### config.mk
export PLATFORM = sky130hd
export DESIGN_NAME = barcode_seq
export DESIGN_NICKNAME = d
export VERILOG_FILES = /design/src/rtl/barcode_seq.sv
export SDC_FILE = /design/constraint.sdc
export NUM_CORES = 1
export LEC_CHECK = 0
export BUFFER_PORTS_ARGS = -buffer_cell sky130_fd_sc_hd__buf_2
export CORE_MARGIN = 2
export CORE_UTILIZATION = 57
export CTS_CLUSTER_SIZE = 14
export DETAILED_ROUTE_END_ITERATION = 7
export PLACE_DENSITY = 0.78
export SETUP_SLACK_MARGIN = 0.2
export SLEW_MARGIN = 20
export SYNTH_ARGS = -nofsm -noshare
export SYNTH_HDL_FRONTEND = slang
export SYNTH_SLANG_ARGS = --single-unit
### constraint.sdc
create_clock -name CLK -period 3.4 [get_ports CLK]
set_input_delay 0.17 -clock CLK [delete_from_list [all_inputs] [get_ports CLK]]
set_output_delay 0.17 -clock CLK [all_outputs]
set_load 0.01 [all_outputs]
### src/rtl/barcode_seq.sv
`default_nettype none
// ============================================================================
// Module   : barcode_seq
// Purpose  : Power-up, PWM bit-serialise and power-down sequencer for the
//            iCE40UP barcode/IR current-sink driver.
// Revision : 1.0
// ============================================================================
module barcode_seq #(
  parameter int WARMUP_CYCLES   = 1200,
  parameter int COOLDOWN_CYCLES = 16,
  parameter int PAT_W           = 32
) (
  input  logic                     CLK,
  input  logic                     RST,
  input  logic                     START,
  input  logic                     ABORT,
  input  logic [PAT_W-1:0]         PATTERN,
  input  logic [$clog2(PAT_W):0]   NBITS,
  input  logic [15:0]              BIT_PERIOD,
  input  logic [7:0]               DUTY,
  input  logic [3:0]               REPEAT,
  output logic                     BUSY,
  output logic                     DONE,
  output logic                     CURREN,
  output logic                     BARCODEEN,
  output logic                     BARCODEPWM
);

  localparam int NB_W    = $clog2(PAT_W) + 1;
  localparam int CNT_MAX = (WARMUP_CYCLES > COOLDOWN_CYCLES) ? WARMUP_CYCLES : COOLDOWN_CYCLES;
  localparam int CNT_W   = (CNT_MAX > 1) ? $clog2(CNT_MAX) : 1;

  localparam logic [CNT_W-1:0] WARM_LOAD = CNT_W'(WARMUP_CYCLES - 1);
  localparam logic [CNT_W-1:0] COOL_LOAD = CNT_W'(COOLDOWN_CYCLES - 1);

  localparam logic [2:0] S_IDLE     = 3'd0;
  localparam logic [2:0] S_WARMUP   = 3'd1;
  localparam logic [2:0] S_ENABLE   = 3'd2;
  localparam logic [2:0] S_SEND     = 3'd3;
  localparam logic [2:0] S_COOLDOWN = 3'd4;

  logic [2:0]       state, state_nxt;
  logic [CNT_W-1:0] cnt, cnt_nxt;
  logic [PAT_W-1:0] sr, sr_nxt;
  logic [15:0]      per_cnt, per_nxt;
  logic [7:0]       pwm_cnt, pwm_nxt;
  logic [NB_W-1:0]  bits_left, bits_nxt;
  logic [3:0]       rep_left, rep_nxt;
  logic             done_nxt;
  logic             take;

  // Values captured at START; they stay frozen for the whole sequence.
  logic [PAT_W-1:0] pat_l;
  logic [NB_W-1:0]  nbits_l;
  logic [15:0]      per_m1_l;
  logic [7:0]       duty_l;
  logic [3:0]       rep_l;

  always_comb begin
    state_nxt = state;
    cnt_nxt   = cnt;
    sr_nxt    = sr;
    per_nxt   = per_cnt;
    pwm_nxt   = pwm_cnt;
    bits_nxt  = bits_left;
    rep_nxt   = rep_left;
    done_nxt  = 1'b0;
    take      = 1'b0;

    case (state)
      S_IDLE: begin
        if (START && !ABORT && (NBITS != '0)) begin
          state_nxt = S_WARMUP;
          cnt_nxt   = WARM_LOAD;
          take      = 1'b1;
        end
      end
      S_WARMUP: begin
        if (cnt == '0) state_nxt = S_ENABLE;
        else           cnt_nxt   = cnt - CNT_W'(1);
      end
      S_ENABLE: begin
        state_nxt = S_SEND;
        sr_nxt    = pat_l;
        per_nxt   = '0;
        pwm_nxt   = '0;
        bits_nxt  = nbits_l;
        rep_nxt   = rep_l;
      end
      S_SEND: begin
        if (per_cnt == per_m1_l) begin
          per_nxt = '0;
          pwm_nxt = '0;
          if (bits_left == NB_W'(1)) begin
            if (rep_left != '0) begin
              rep_nxt  = rep_left - 4'd1;
              sr_nxt   = pat_l;
              bits_nxt = nbits_l;
            end else begin
              state_nxt = S_COOLDOWN;
              cnt_nxt   = COOL_LOAD;
            end
          end else begin
            sr_nxt   = sr << 1;
            bits_nxt = bits_left - NB_W'(1);
          end
        end else begin
          per_nxt = per_cnt + 16'd1;
          pwm_nxt = pwm_cnt + 8'd1;  // wraps 255->0 inside long bits
        end
      end
      S_COOLDOWN: begin
        if (cnt == '0) begin
          state_nxt = S_IDLE;
          done_nxt  = 1'b1;
        end else begin
          cnt_nxt = cnt - CNT_W'(1);
        end
      end
      default: state_nxt = S_IDLE;
    endcase

    if (ABORT && (state != S_IDLE)) begin
      state_nxt = S_IDLE;
      done_nxt  = 1'b0;
    end

    if (state_nxt == S_IDLE) begin
      cnt_nxt  = '0;
      sr_nxt   = '0;
      per_nxt  = '0;
      pwm_nxt  = '0;
      bits_nxt = '0;
      rep_nxt  = '0;
    end
  end

  always_ff @(posedge CLK) begin
    if (RST) begin
      state      <= S_IDLE;
      cnt        <= '0;
      sr         <= '0;
      per_cnt    <= '0;
      pwm_cnt    <= '0;
      bits_left  <= '0;
      rep_left   <= '0;
      pat_l      <= '0;
      nbits_l    <= '0;
      per_m1_l   <= '0;
      duty_l     <= '0;
      rep_l      <= '0;
      BUSY       <= 1'b0;
      DONE       <= 1'b0;
      CURREN     <= 1'b0;
      BARCODEEN  <= 1'b0;
      BARCODEPWM <= 1'b0;
    end else begin
      state     <= state_nxt;
      cnt       <= cnt_nxt;
      sr        <= sr_nxt;
      per_cnt   <= per_nxt;
      pwm_cnt   <= pwm_nxt;
      bits_left <= bits_nxt;
      rep_left  <= rep_nxt;
      if (take) begin
        pat_l    <= PATTERN;
        nbits_l  <= NBITS;
        per_m1_l <= (BIT_PERIOD == 16'd0) ? 16'd0 : (BIT_PERIOD - 16'd1);
        duty_l   <= DUTY;
        rep_l    <= REPEAT;
      end
      // Outputs are registered from next-state values so they line up with the state.
      BUSY       <= (state_nxt != S_IDLE);
      DONE       <= done_nxt;
      CURREN     <= (state_nxt != S_IDLE);
      BARCODEEN  <= (state_nxt == S_ENABLE) || (state_nxt == S_SEND);
      BARCODEPWM <= (state_nxt == S_SEND) && sr_nxt[PAT_W-1] && (pwm_nxt < duty_l);
    end
  end

endmodule
`default_nettype wire

==> impl_metrics.env <==
export IMPL_outcome="finished, final reports clean"
export IMPL_io_buffer_count=74
export IMPL_synth_async_reset_ratio=0
export IMPL_final_min_clock_period_ns=3.06
export IMPL_placementRows=40
export IMPL_drive_above_1_share=0.154
export IMPL_worst_hold_path_type="input pin to register"
export IMPL_final_common_cell="sky130_fd_sc_hd__nand2_1"
export IMPL_die_height_um=115
export IMPL_synth_lib_cells_used_distinct=56
export IMPL_fill_cells=895
export IMPL_number_of_synthesized_register_bits=150
export IMPL_end_kind="register"
export IMPL_grt_antenna_before_repair=0
export IMPL_unrepaired_setup_endpoints_after_global_routing="false"
export IMPL_area_growth_pct=23.6
export IMPL_initial_core_util=0.583
export IMPL_die_area_sq_um=13100
export IMPL_clock_latency_ns=0.43
export IMPL_boundaryPins=75
export IMPL_vias_in_the_first_global_route=6085
export IMPL_layout_common_cells="sky130_fd_sc_hd__nand2_1 (174), sky130_fd_sc_hd__dfxtp_1 (149), sky130_fd_sc_hd__a21oi_1 (116)"
export IMPL_nets=1070
export IMPL_total_power_uw=4340
export IMPL_power_leakage_uw=0.00328
export IMPL_grtUsageTotal=0.274
export IMPL_maxSlewViolCount=0
export IMPL_synth_cells=876
export IMPL_yosysWarningCount=0
export IMPL_maxSlewHeadroom=0.388
export IMPL_mappedNetlistNets=961
export IMPL_vdd_ir_drop_worst_mv=0.394
export IMPL_htreeDepth=4
export IMPL_fp_dieW_um=115
export IMPL_arrival_ns=3.41
export IMPL_timing_clock_skew_ns=0.00935
export IMPL_detailedPlacementHpwl_um=10400
export IMPL_ant_nets=0
export IMPL_grt_first_pass_wirelength_um=28800
export IMPL_synth_yosys_seq_area_share=0.431
export IMPL_first_iter_violations=582
export IMPL_period_share=0.901
export IMPL_drc_errors=0
export IMPL_numCtsBuffers=17
export IMPL_num_antenna_cells=0
export IMPL_clkSlewWorstSetupHoldPaths_ns=0.06
export IMPL_grt_remaining_overflow=0
export IMPL_gp_congestion=0.941
export IMPL_viasPerCell=5.76
export IMPL_cts_root_buffer="sky130_fd_sc_hd__clkbuf_16"
export IMPL_syn_avg_cell_area_sq_um=7.96
export IMPL_synth_edf_count=0
export IMPL_wl_per_cell_um=15.0
export IMPL_synth_cell_area_sq_um=6970
export IMPL_fmax_mhz=326
export IMPL_timing_critical_path_fanout_max=9
export IMPL_final_setup_viol_count=0
export IMPL_p_per_area_nw_per_um2=504
export IMPL_finalSetupTns_ns=0
export IMPL_design_core_area_sq_um=12000
export IMPL_reported_max_cap_violation_count=0
export IMPL_cts_tree="built"
export IMPL_grt_start_max_net_pins=69
export IMPL_setup_worst_path_start_class="register"
export IMPL_synth_main_ff_cell="sky130_fd_sc_hd__dfxtp_1"
export IMPL_tritoncts_num_sinks=150
export IMPL_worst_setup_path_type="register to register"
export IMPL_worst_slew_pin_transition_ns=0.915
export IMPL_drt_pre_antenna_iters=5
export IMPL_drt_total_wl_um=17200
export IMPL_finalHoldViolations=0
export IMPL_cp_required_ns=3.75
export IMPL_longest_clk_path_bufs=2
export IMPL_via_count=6591
==> stage by stage <==
stage | utilization | setup WS, ns | area (sq um) | instances | hold WS, ns
after CTS | 0.712 | 0.228 | 8510 | 1139 | 0.00861
final | 0.721 | 0.337 | 8620 | 1145 | 0.0213
after global routing | 0.721 | 0.142 | 8620 | 1145 | 0.0166
after detailed placement | 0.621 | 0.110 | 7430 | 1058 | 0.415
after global placement | 0.621 | 0.256 | 7430 | 1058 | 0.412
after floorplan | - | 0.305 | 6970 | 876 | 0.306
==> synth_stat cells, types with 6 or more instances <==
library cell	n	area (sq um)
sky130_fd_sc_hd__nand2_1	174	653
sky130_fd_sc_hd__dfxtp_1	150	3000
sky130_fd_sc_hd__a21oi_1	116	581
sky130_fd_sc_hd__nor2_1	68	255
sky130_fd_sc_hd__a22oi_1	51	383
sky130_fd_sc_hd__xor2_1	32	280
sky130_fd_sc_hd__clkbuf_1	31	116
sky130_fd_sc_hd__o21ai_0	31	155
sky130_fd_sc_hd__nor3_1	22	110
sky130_fd_sc_hd__inv_1	20	75.1
sky130_fd_sc_hd__nand3_1	19	95.1
sky130_fd_sc_hd__buf_2	17	85.1
sky130_fd_sc_hd__ha_1	15	188
sky130_fd_sc_hd__nand2b_1	10	62.6
sky130_fd_sc_hd__nor4_1	10	62.6
sky130_fd_sc_hd__or3_1	9	56.3
sky130_fd_sc_hd__buf_4	8	60.1
sky130_fd_sc_hd__xnor2_1	7	61.3
sky130_fd_sc_hd__and3_1	6	37.5
sky130_fd_sc_hd__o21a_1	6	45.0
==> power by group <==
group | leakage (uW) | internal [uW] | switching (uW) | total, uW
Sequential | 0.00122 | 1820 | 53.0 | 1880
Clock | 0.000289 | 1080 | 759 | 1840
Combinational | 0.00177 | 257 | 377 | 634
Total | 0.00328 | 3160 | 1190 | 4340
==> path summary, 6_finish.rpt <==
kind	end	from	slack, ns	depth (start not counted)
worst max-delay path	BARCODEPWM	bits_left[0]	0.34	15
worst min-delay path	rep_l[3]	REPEAT[3]	0.02	3
worst max register to register	BARCODEPWM	bits_left[0]	0.34	15
worst min register to register	sr[30]	sr[30]	0.45	2
==> layer usage <==
metal,wire length [um],vias to the layer above,global-route usage
met1,7890,3073,0.370
met3,821,34,0.0572
met5,0,-,0
li1,-,3283,-
met4,362,0,0.111
met2,8120,201,0.430
==> logic make-up after synthesis <==
group	count (synthesis)	share of synthesized area
AO/OA/AOI/OAI	239	0.212
adder cells (fa/ha/maj)	15	0.0269
XOR/XNOR	39	0.0490
multiplexers	2	0.00287
flip-flops	150	0.431
AND/OR/NAND/NOR	353	0.228
buffers and inverters	78	0.0504
==> layout make-up <==
| type | count | area [sq um] | area share |
|---|---|---|---|
| Multi-Input combinational cell | 648 | 3700 | 0.430 |
| Sequential cell | 150 | 3000 | 0.348 |
| Timing Repair Buffer | 147 | 1070 | 0.124 |
| Clock buffer | 20 | 467 | 0.0541 |
| Tap cell | 147 | 184 | 0.0213 |
| Clock inverter | 12 | 116 | 0.0135 |
| Inverter | 21 | 78.8 | 0.00914 |
==> flip-flops by register name (all words and copies together), names as in the netlist, 3 cells and up <==
| signal | flops |
|---|---|
| rep_left | 4 |
| per_m1_l | 16 |
| pat_l | 32 |
| duty_l | 8 |
| sr | 32 |
| cnt | 11 |
| rep_l | 4 |
| bits_left | 6 |
| pwm_cnt | 8 |
| nbits_l | 6 |
| state | 3 |
| per_cnt | 16 |
==> timing repair <==
action	in CTS	in global routing
pin swaps	0	4
endpoints found under the hold margin	49	0
setup endpoints to repair	1	1
hold buffers	49	0
gates resized for setup	2	12
buffers inserted	0	6
==> critical path, cell delays in order (launching register included) <==
cell                        delay, ns
sky130_fd_sc_hd__dfxtp_1         0.39
sky130_fd_sc_hd__ha_2            0.22
sky130_fd_sc_hd__nor4b_4         0.27
sky130_fd_sc_hd__nand3_2         0.16
sky130_fd_sc_hd__a32oi_2         0.27
sky130_fd_sc_hd__o311a_1         0.26
sky130_fd_sc_hd__o21a_1          0.19
sky130_fd_sc_hd__a21o_1          0.11
sky130_fd_sc_hd__buf_4           0.16
sky130_fd_sc_hd__nor2_1          0.07
sky130_fd_sc_hd__ha_1            0.33
sky130_fd_sc_hd__o21ai_0         0.09
sky130_fd_sc_hd__nand2b_1        0.07
sky130_fd_sc_hd__a21oi_1         0.14
sky130_fd_sc_hd__o2111ai_1       0.11
sky130_fd_sc_hd__nor3_1          0.14
(Power assumes the default switching activity.)
